File: config.mk
export PLATFORM = sky130hd
export DESIGN_NAME = quadrature_decoder
export DESIGN_NICKNAME = d
export VERILOG_FILES = /design/src/rtl/quadrature_decoder.sv
export SDC_FILE = /design/constraint.sdc
export NUM_CORES = 1
export LEC_CHECK = 0
export ABC_AREA = 0
export BUFFER_PORTS_ARGS = -buffer_cell sky130_fd_sc_hd__buf_2
export CELL_PAD_IN_SITES_DETAIL_PLACEMENT = 1
export CELL_PAD_IN_SITES_GLOBAL_PLACEMENT = 1
export CORE_ASPECT_RATIO = 2
export CORE_MARGIN = 2
export CORE_UTILIZATION = 40
export DETAILED_ROUTE_END_ITERATION = 7
export HOLD_SLACK_MARGIN = 0.03
export PLACE_DENSITY_LB_ADDON = 0.1
export SKIP_CTS_REPAIR_TIMING = 1
export SYNTH_ARGS = -nofsm -noshare
export SYNTH_HDL_FRONTEND = slang
export SYNTH_SLANG_ARGS = --single-unit
export TNS_END_PERCENT = 10
File: constraint.sdc
create_clock -name clk -period 4.9 [get_ports clk]
set_input_delay 0.245 -clock clk [delete_from_list [all_inputs] [get_ports clk]]
set_output_delay 0.245 -clock clk [all_outputs]
set_load 0.01 [all_outputs]
File: src/rtl/quadrature_decoder.sv
`timescale 1ns/1ps
// quadrature_decoder: synchronizes, debounces and 4x-decodes a two-channel
//   quadrature input into a wrapping signed position with step/dir/err.
// Latency: pin change sampled at edge k -> filt at k+1+DEBOUNCE_CYCLES,
//   pos/step/dir/err at k+2+DEBOUNCE_CYCLES. No backpressure: free-running.
//
// Ports:
//   clk, rst_n      12 MHz clock, asynchronous active-low reset
//   a_in, b_in      raw quadrature channels, asynchronous to clk
//   load, load_val  one-cycle strobe writing load_val into pos
//   err_clr         one-cycle strobe clearing the sticky err flag
//   pos             two's complement position, wraps modulo 2^POS_WIDTH
//   step, dir       one-cycle pulse per accepted step, direction (1 = fwd)
//   err             sticky flag: both channels changed in the same cycle
//
// Optional build macro QDEC_INDEX_EN adds z_in (raw index pulse) and index
// (one-cycle pulse when a filtered Z rising edge zeroes pos).

module quadrature_decoder #(
  parameter int DEBOUNCE_CYCLES = 1200,
  parameter int POS_WIDTH       = 16
) (
  input  logic                 clk,
  input  logic                 rst_n,
  input  logic                 a_in,
  input  logic                 b_in,
  input  logic                 load,
  input  logic [POS_WIDTH-1:0] load_val,
  input  logic                 err_clr,
`ifdef QDEC_INDEX_EN
  input  logic                 z_in,
  output logic                 index,
`endif
  output logic [POS_WIDTH-1:0] pos,
  output logic                 step,
  output logic                 dir,
  output logic                 err
);

  // Channel bit positions inside the per-channel vectors.
  localparam int CH_B = 0;
  localparam int CH_A = 1;
`ifdef QDEC_INDEX_EN
  localparam int CH_Z = 2;
  localparam int NCH  = 3;
`else
  localparam int NCH  = 2;
`endif

  // Debounce counters are 16 bits wide: DEBOUNCE_CYCLES is at most 65535.
  localparam logic [15:0] DB_LAST = 16'(DEBOUNCE_CYCLES - 1);

  logic [NCH-1:0] raw;     // raw pins
  logic [NCH-1:0] sync1;   // first synchronizer stage
  logic [NCH-1:0] sync2;   // synchronizer output
  logic [NCH-1:0] filt;    // debounced channel levels
  logic [NCH-1:0] prev;    // filt as it was one edge ago

  logic [1:0]     prime_cnt;
  logic           primed;
  logic           prime_now;

`ifdef QDEC_INDEX_EN
  assign raw = {z_in, a_in, b_in};
`else
  assign raw = {a_in, b_in};
`endif

  // ---------------------------------------------------------------------
  // Two-flop synchronizer for every channel.
  // ---------------------------------------------------------------------
  always_ff @(posedge clk or negedge rst_n) begin
    if (!rst_n) begin
      sync1 <= '0;
      sync2 <= '0;
    end else begin
      sync1 <= raw;
      sync2 <= sync1;
    end
  end

  // ---------------------------------------------------------------------
  // Priming: the third edge after reset release is the first one at which
  // sync2 holds a real pin sample. At that edge the filters take the pin
  // levels directly, so whatever position the encoder rests in is absorbed
  // without producing a step or an error.
  // ---------------------------------------------------------------------
  assign prime_now = !primed && (prime_cnt == 2'd2);

  always_ff @(posedge clk or negedge rst_n) begin
    if (!rst_n) begin
      prime_cnt <= 2'd0;
      primed    <= 1'b0;
    end else if (!primed) begin
      if (prime_now) begin
        primed <= 1'b1;
      end else begin
        prime_cnt <= prime_cnt + 2'd1;
      end
    end
  end

  // ---------------------------------------------------------------------
  // Per-channel debounce. The counter measures how long sync has disagreed
  // with filt; any agreement restarts it, so only an uninterrupted run of
  // DEBOUNCE_CYCLES disagreeing samples moves filt.
  // ---------------------------------------------------------------------
  for (genvar ch = 0; ch < NCH; ch++) begin : g_db
    logic [15:0] cnt;
    logic        lvl;

    always_ff @(posedge clk or negedge rst_n) begin
      if (!rst_n) begin
        cnt <= 16'd0;
        lvl <= 1'b0;
      end else if (!primed) begin
        cnt <= 16'd0;
        if (prime_now) begin
          lvl <= sync2[ch];
        end
      end else if (sync2[ch] == lvl) begin
        cnt <= 16'd0;
      end else if (cnt == DB_LAST) begin
        lvl <= sync2[ch];
        cnt <= 16'd0;
      end else begin
        cnt <= cnt + 16'd1;
      end
    end

    assign filt[ch] = lvl;
  end

  // prev is loaded together with filt at priming so the first decode sees
  // no movement.
  always_ff @(posedge clk or negedge rst_n) begin
    if (!rst_n) begin
      prev <= '0;
    end else if (prime_now) begin
      prev <= sync2;
    end else if (primed) begin
      prev <= filt;
    end
  end

  // ---------------------------------------------------------------------
  // Gray-code decode of the {A,B} pair.
  // Forward moves are 00->01->11->10->00. For every legal single-bit move
  // the direction reduces to old_A ^ new_B (1 = forward).
  // ---------------------------------------------------------------------
  logic [1:0] ab_prev;
  logic [1:0] ab_filt;
  logic       moved;
  logic       illegal;
  logic       legal;
  logic       fwd;
  logic       z_rise;

  assign ab_prev = {prev[CH_A], prev[CH_B]};
  assign ab_filt = {filt[CH_A], filt[CH_B]};
  assign moved   = (ab_prev != ab_filt);
  assign illegal = (ab_prev ^ ab_filt) == 2'b11;
  assign legal   = moved && !illegal;
  assign fwd     = ab_prev[1] ^ ab_filt[0];

`ifdef QDEC_INDEX_EN
  assign z_rise = !prev[CH_Z] && filt[CH_Z];
`else
  assign z_rise = 1'b0;
`endif

  // ---------------------------------------------------------------------
  // Registered outputs. Position priority: load, then index, then step.
  // A step overridden by load/index still reports step and dir.
  // ---------------------------------------------------------------------
  always_ff @(posedge clk or negedge rst_n) begin
    if (!rst_n) begin
      pos  <= '0;
      step <= 1'b0;
      dir  <= 1'b0;
      err  <= 1'b0;
    end else if (primed) begin
      step <= legal;
      if (legal) begin
        dir <= fwd;
      end
      // A new illegal move wins over a simultaneous clear.
      err <= illegal || (err && !err_clr);

      if (load) begin
        pos <= load_val;
      end else if (z_rise) begin
        pos <= '0;
      end else if (legal) begin
        pos <= fwd ? pos + POS_WIDTH'(1) : pos - POS_WIDTH'(1);
      end
    end
  end

`ifdef QDEC_INDEX_EN
  always_ff @(posedge clk or negedge rst_n) begin
    if (!rst_n) begin
      index <= 1'b0;
    end else if (primed) begin
      index <= z_rise && !load;
    end
  end
`endif

endmodule

**Word level (Yosys, flattened, before mapping)**

Cells that the tools add are included.

- Add/subtract/negate cells: 5
- Eq/ne operators: 11
- Multiplexer cells: 21
- Bitwise logic cells: 4
- Reduce and logical (&&, ||, !) cells: 14

Operator list:

| cell | number |
|---|---|
| 16-bit two-way mux | 9 |
| 16-bit by 1-bit adder with 16-bit output (second input constant) | 3 |
| 16-bit by 11-bit equality test with 1-bit output (second input constant) | 2 |
| 16-bit by 1-bit subtractor with 16-bit output (second input constant) | 1 |
| 1-bit two-way mux | 10 |
| 2-bit AND reduction | 3 |
| 3-bit AND reduction | 2 |
| 2-bit equality test (second input constant) | 2 |
| 2-bit two-way mux | 2 |
| 2-bit by 1-bit inequality test with 1-bit output (second input constant) | 2 |
| 2-bit inequality test (second input constant) | 2 |
| 2-bit nonzero test | 2 |
| 1-bit logical AND | 3 |
| 1-bit zero test | 3 |
| 2-bit by 1-bit adder with 2-bit output (second input constant) | 1 |
| 1-bit equality test | 2 |
| 2-bit inequality test | 1 |
| 1-bit NOT | 2 |
| 2-bit bitwise XOR | 1 |
| 1-bit logical OR | 1 |
| 1-bit bitwise XOR | 1 |

- Flip-flop bits (word level): 62
- Input port bits: 22
- Output and inout port bits: 19
- Word-level logic and storage cells: 68

**Depth between registers and ports, before layout**

- Depth in word-level cells: 6
- Depth in mapped cells: 12
- Mapped depth without buffers: 9

**Least setup slack after synthesis**

Ideal clock, no wire load.

- Kind: register to register
- Start: register g_db[0].lvl
- End: register pos[10]
- Setup time: 130 ps
- Arrival: 2226 ps
- Setup slack: 2544 ps
- Stages on the path, launching flop included: 13
- Cell sequence: dfrtp_1 buf_6 xor2_2 buf_2 xnor2_1 ha_1 clkbuf_1 nor2_1 nand3_1 nor4_1 or3_1 a21oi_1 a21oi_1

- Longest elaborated chain between the ends: 6
- Elaborated cells between the ends (all ways): 11
- Those cells by class: 2 x eq/ne; 3 x mux; 2 x bitwise; 4 x reduce/logical

RTL lines:

| what | RTL line | text |
|---|---|---|
| start: declaration | 110 | `logic lvl;` |
| start signal: assignment | 119 | `lvl <= sync2[ch];` |
| start signal: assignment | 124 | `lvl <= sync2[ch];` |
| 2-bit bitwise XOR | 162 | `assign illegal = (ab_prev ^ ab_filt) == 2'b11;` |
| 2-bit equality test | 162 |  |
| 1-bit zero test | 163 | `assign legal = moved && !illegal;` |
| 1-bit logical AND | 163 |  |
| 2-bit nonzero test (no source line) | -- |  |
| 2-bit AND reduction (no source line) | -- |  |
| end signal: assignment | 191 | `pos <= load_val;` |
| end signal: assignment | 195 | `pos <= fwd ? pos + POS_WIDTH'(1) : pos - POS_WIDTH'(1);` |
| end: declaration | 34 | `output logic [POS_WIDTH-1:0] pos,` |

Several ways; a longest one is shown, not always the timed one. The select of a mux whose other input is x is not followed.
A chain may end at the register's enable or synchronous reset.

**Worst setup path in the final report**

Ends and elaborated chain as after synthesis.

==> impl.org <==
** Outcome
- Outcome :: complete, no violations

** Layout
- Layout Area Growth over Synthesis :: 16.2%
- Fraction of layout instances using a drive strength above 1 :: 17.1%
- Post-layout utilization of the core :: a little under half
- Count of inserted antenna diode cells :: 0
- At the end of the flow, the number of nets in the layout was 444.
- Fill cells in the final layout number ~1,000.

** Setup path
- Reg-to-reg critical path startpoint :: g_db[0].lvl
- Cells on worst reg2reg path :: 9
- Worst reg2reg path endpoint :: pos[10]
- STA classifies the critical path endpoint as a register.
- Of all nets on the critical path, the largest fanout is 15.
- The critical path is of the register to register type.
- Data arrival, critical path :: 2.81 ns
- R2R setup slack :: approximately 2.3 ns
- STA puts the critical path data required time at 5.09 ns.
- STA classifies the critical path startpoint as a register.

** Detailed routing
- DR WL/cell :: 17.7 um
- After the first detailed-routing iteration, the DRC count stood at approximately 120.
- In the routed layout, each cell is associated on average with a via count of 5.66.
- For this run, the detailed router's first-pass iteration total came to 4.
- DRT Wirelength :: 9240 um
- # DRC :: 0
- After detailed routing, no signal wire sits above met4.
- The count of nets left with antenna violations once routing finished came out at 0.
- Detailed-routed wire length on met2 :: around 5300 um
- The routed layout has approximately 3,000 vias.
- Total routed wire length on the met1 layer :: approximately 3300 um
- Met3 wire len :: about 260 um

** Logic synthesis
- Synth Net Count :: approximately 400
- After synthesis, the most frequently instantiated cells are dfrtp_1, nor2_1, nand3_1.
- Yosys attributes the largest share of cell area to dfrtp_1, nor2_1, xnor2_1.
- In this run the mean area of a mapped cell was ~9.1 um2.
- Sequential elements use between 40 and 50% of the synthesized area.
- After synthesis the netlist holds a flip-flop and latch count of 62.
- Synthesis produced a netlist whose cell count is 383.
- Most area-hungry cell type in the Yosys netlist :: dfrtp_1
- For this run, asynchronously set or reset flops after synthesis account for 100%.
- EDFF count, synth :: 0
- The number of different library cells used by synthesis comes to slightly below 50.
- Yosys top cell area share :: 44.7%
- Among all flip-flop cells after synthesis, the most frequent one is dfrtp_1.
- Synthesis Warnings :: 0
- Summing every instance area after synthesis gives between 0.003 and 0.004 mm2.

** CTS
- Root Driver :: clkbuf_16
- Number of CTS-inserted buffers :: 9
- TritonCTS built the clock tree.
- The clock tree synthesis step divided the H-tree into 3 levels.
- The longest clock path from root to sink contains 2 buffers.
- Clock-pin slew was measured on the worst setup and hold paths at 0.06 ns.
- Clock latency on the worst-skew pair :: 0.32 ns
- Clk sink count :: a little over 60

** STA
- Timing-limited maximum frequency :: approximately 380 MHz
- For the final routed database, the setup TNS stands at 0 ns.
- In this run the tightest slew margin relative to its limit is a little under half.
- Clock skew on the completed layout was measured at ~0.0073 ns.
- Min cycle time layout :: about 2.6 ns
- After layout, the worst path uses 53.6% of the clock period.
- Across all hold checks on the routed design, the worst slack comes to ~0.086 ns.
- The count of final hold-check violations was 0.
- Max-slew violation count :: 0
- Final setup vio count :: 0
- At the pin with the least slew margin, the transition time is slightly above 0.8 ns.
- Unrepaired setup endpoints after global routing :: false

** GRT
- Antenna violations before repair :: 0
- Global-route wire length before repair :: ~16,000 um
- GR Overflow Total :: 0
- Largest net degree at the start of global routing :: 63
- Vias in the first global route :: around 3,200
- Overall fraction of global-route tracks in use :: a little over a fifth

** Power and ir drop
- Lkg Pwr :: roughly 0.0018 uW
- In this run the power density over the cells is around 390 mW/mm2.
- Maximum resistive drop on vdd :: around 320 uV

** Min path
- Classification of the worst-slack hold path :: input port to async pin

** Placed design
- Port Buffers :: 40
- Post-detailed-placement half-perimeter wirelength :: 6760 um
- Last weighted congestion value of the routability-driven placer :: between 0.8 and 0.9

** Die
- Effective utilization at floorplan :: 40.7%
- Core Box Area :: roughly 0.0085 mm2
- The die covers approximately 0.0095 mm2.
- Ports placed on the boundary :: 41
- Die Height :: about 140 um
- # rows :: between 40 and 50
- Horizontal die dimension :: approximately 70 um

** Run
- The tool flagged a number of max-cap violations equal to 0.
-- kinds of logic after synthesis --
family | after synthesis | share of synthesized area, %
buffers and inverters | 34 | 3.97
and+or+nand+nor | 178 | 26.2
adders and majority gates | 5 | 1.80
xor gates and xnor gates | 36 | 9.52
muxes | 12 | 3.57
AOI/OAI and AO/OA | 56 | 10.2
DFF | 62 | 44.7
-- final cells by class --
cell class / count / area (um2) / share of cell area [%]
multi-input cells: 287 / 1780 / 44.2
clock inverters: 4 / 47.5 / 1.18
repair buffers: 44 / 235 / 5.83
well taps: 100 / 125 / 3.10
clock buffers: 11 / 243 / 6.02
inverters: 13 / 48.8 / 1.21
flip-flops and latches: 62 / 1550 / 38.5
-- report_power, final --
group,internal [uW],switching [uW],total [uW]
Clock,402,217,619
Sequential,560,90.1,650
Combinational,118,171,289
Total,1080,478,1560
-- state kept, by name, indices dropped and copies added, names as in the netlist --
name / count
dir: 1
g_db.lvl: 2
pos: 16
g_db.cnt: 32
ab_prev: 2
step: 1
primed: 1
prime_cnt: 2
err: 1
sync2: 2
sync1: 2
-- cell usage in the layout (no fill, tap or decap), types with 3 or more instances in the layout --
master,instances
clkbuf_16,9
nor2_1,62
and3_1,7
nor2b_1,4
o21ai_0,17
and4_1,3
or2_2,3
nand2_1,24
or3_1,5
mux2_2,3
a21oi_1,13
nor4_1,5
mux2i_1,9
nor4b_1,4
or4_1,4
nand4_1,12
inv_1,13
a31oi_1,5
xor2_1,14
o211ai_1,3
nand3_1,25
buf_2,40
xnor2_1,20
nor4_2,3
dfrtp_1,62
nor3_1,11
o21a_1,3
ha_1,5
-- metal layers --
metal | GRT usage (%) | up-vias
li1 | - | 1403
met1 | 20.7 | 1471
met2 | 41.1 | 52
met3 | 3.42 | 22
met4 | 11.1 | 0
met5 | 0 | -
-- worst max-delay path by stage --
stage,from,slack [ns],to
after detailed placement,g_db[0].lvl,2.30,pos[10]
final,g_db[0].lvl,2.27,pos[10]
after global placement,g_db[0].lvl,2.36,pos[10]
after floorplan,g_db[0].lvl,2.54,pos[10]
after global routing,g_db[0].lvl,2.03,pos[10]
after CTS,g_db[0].lvl,2.28,pos[10]
-- per-stage QoR --
stage	total power (uW)	instance area [um2]	instances	setup WS, ns
6_report	1560	4030	521	2.27
5_1_grt	1650	4030	521	2.03
4_1_cts	1590	4010	519	2.28
3_5_place_dp	953	3720	504	2.30
3_3_place_gp	942	3720	504	2.36
2_1_floorplan	827	3470	383	2.54
-- worst max-delay path: stages (launching register included) --
cell	delay, ns
dfrtp_1	0.52
xor2_2	0.53
xnor2_1	0.19
ha_1	0.37
nor2_1	0.10
nand3_1	0.12
nor4_1	0.08
or3_1	0.37
a21oi_1	0.16
a21oi_1	0.06
No activity file was read; power rests on OpenSTA's default activity.
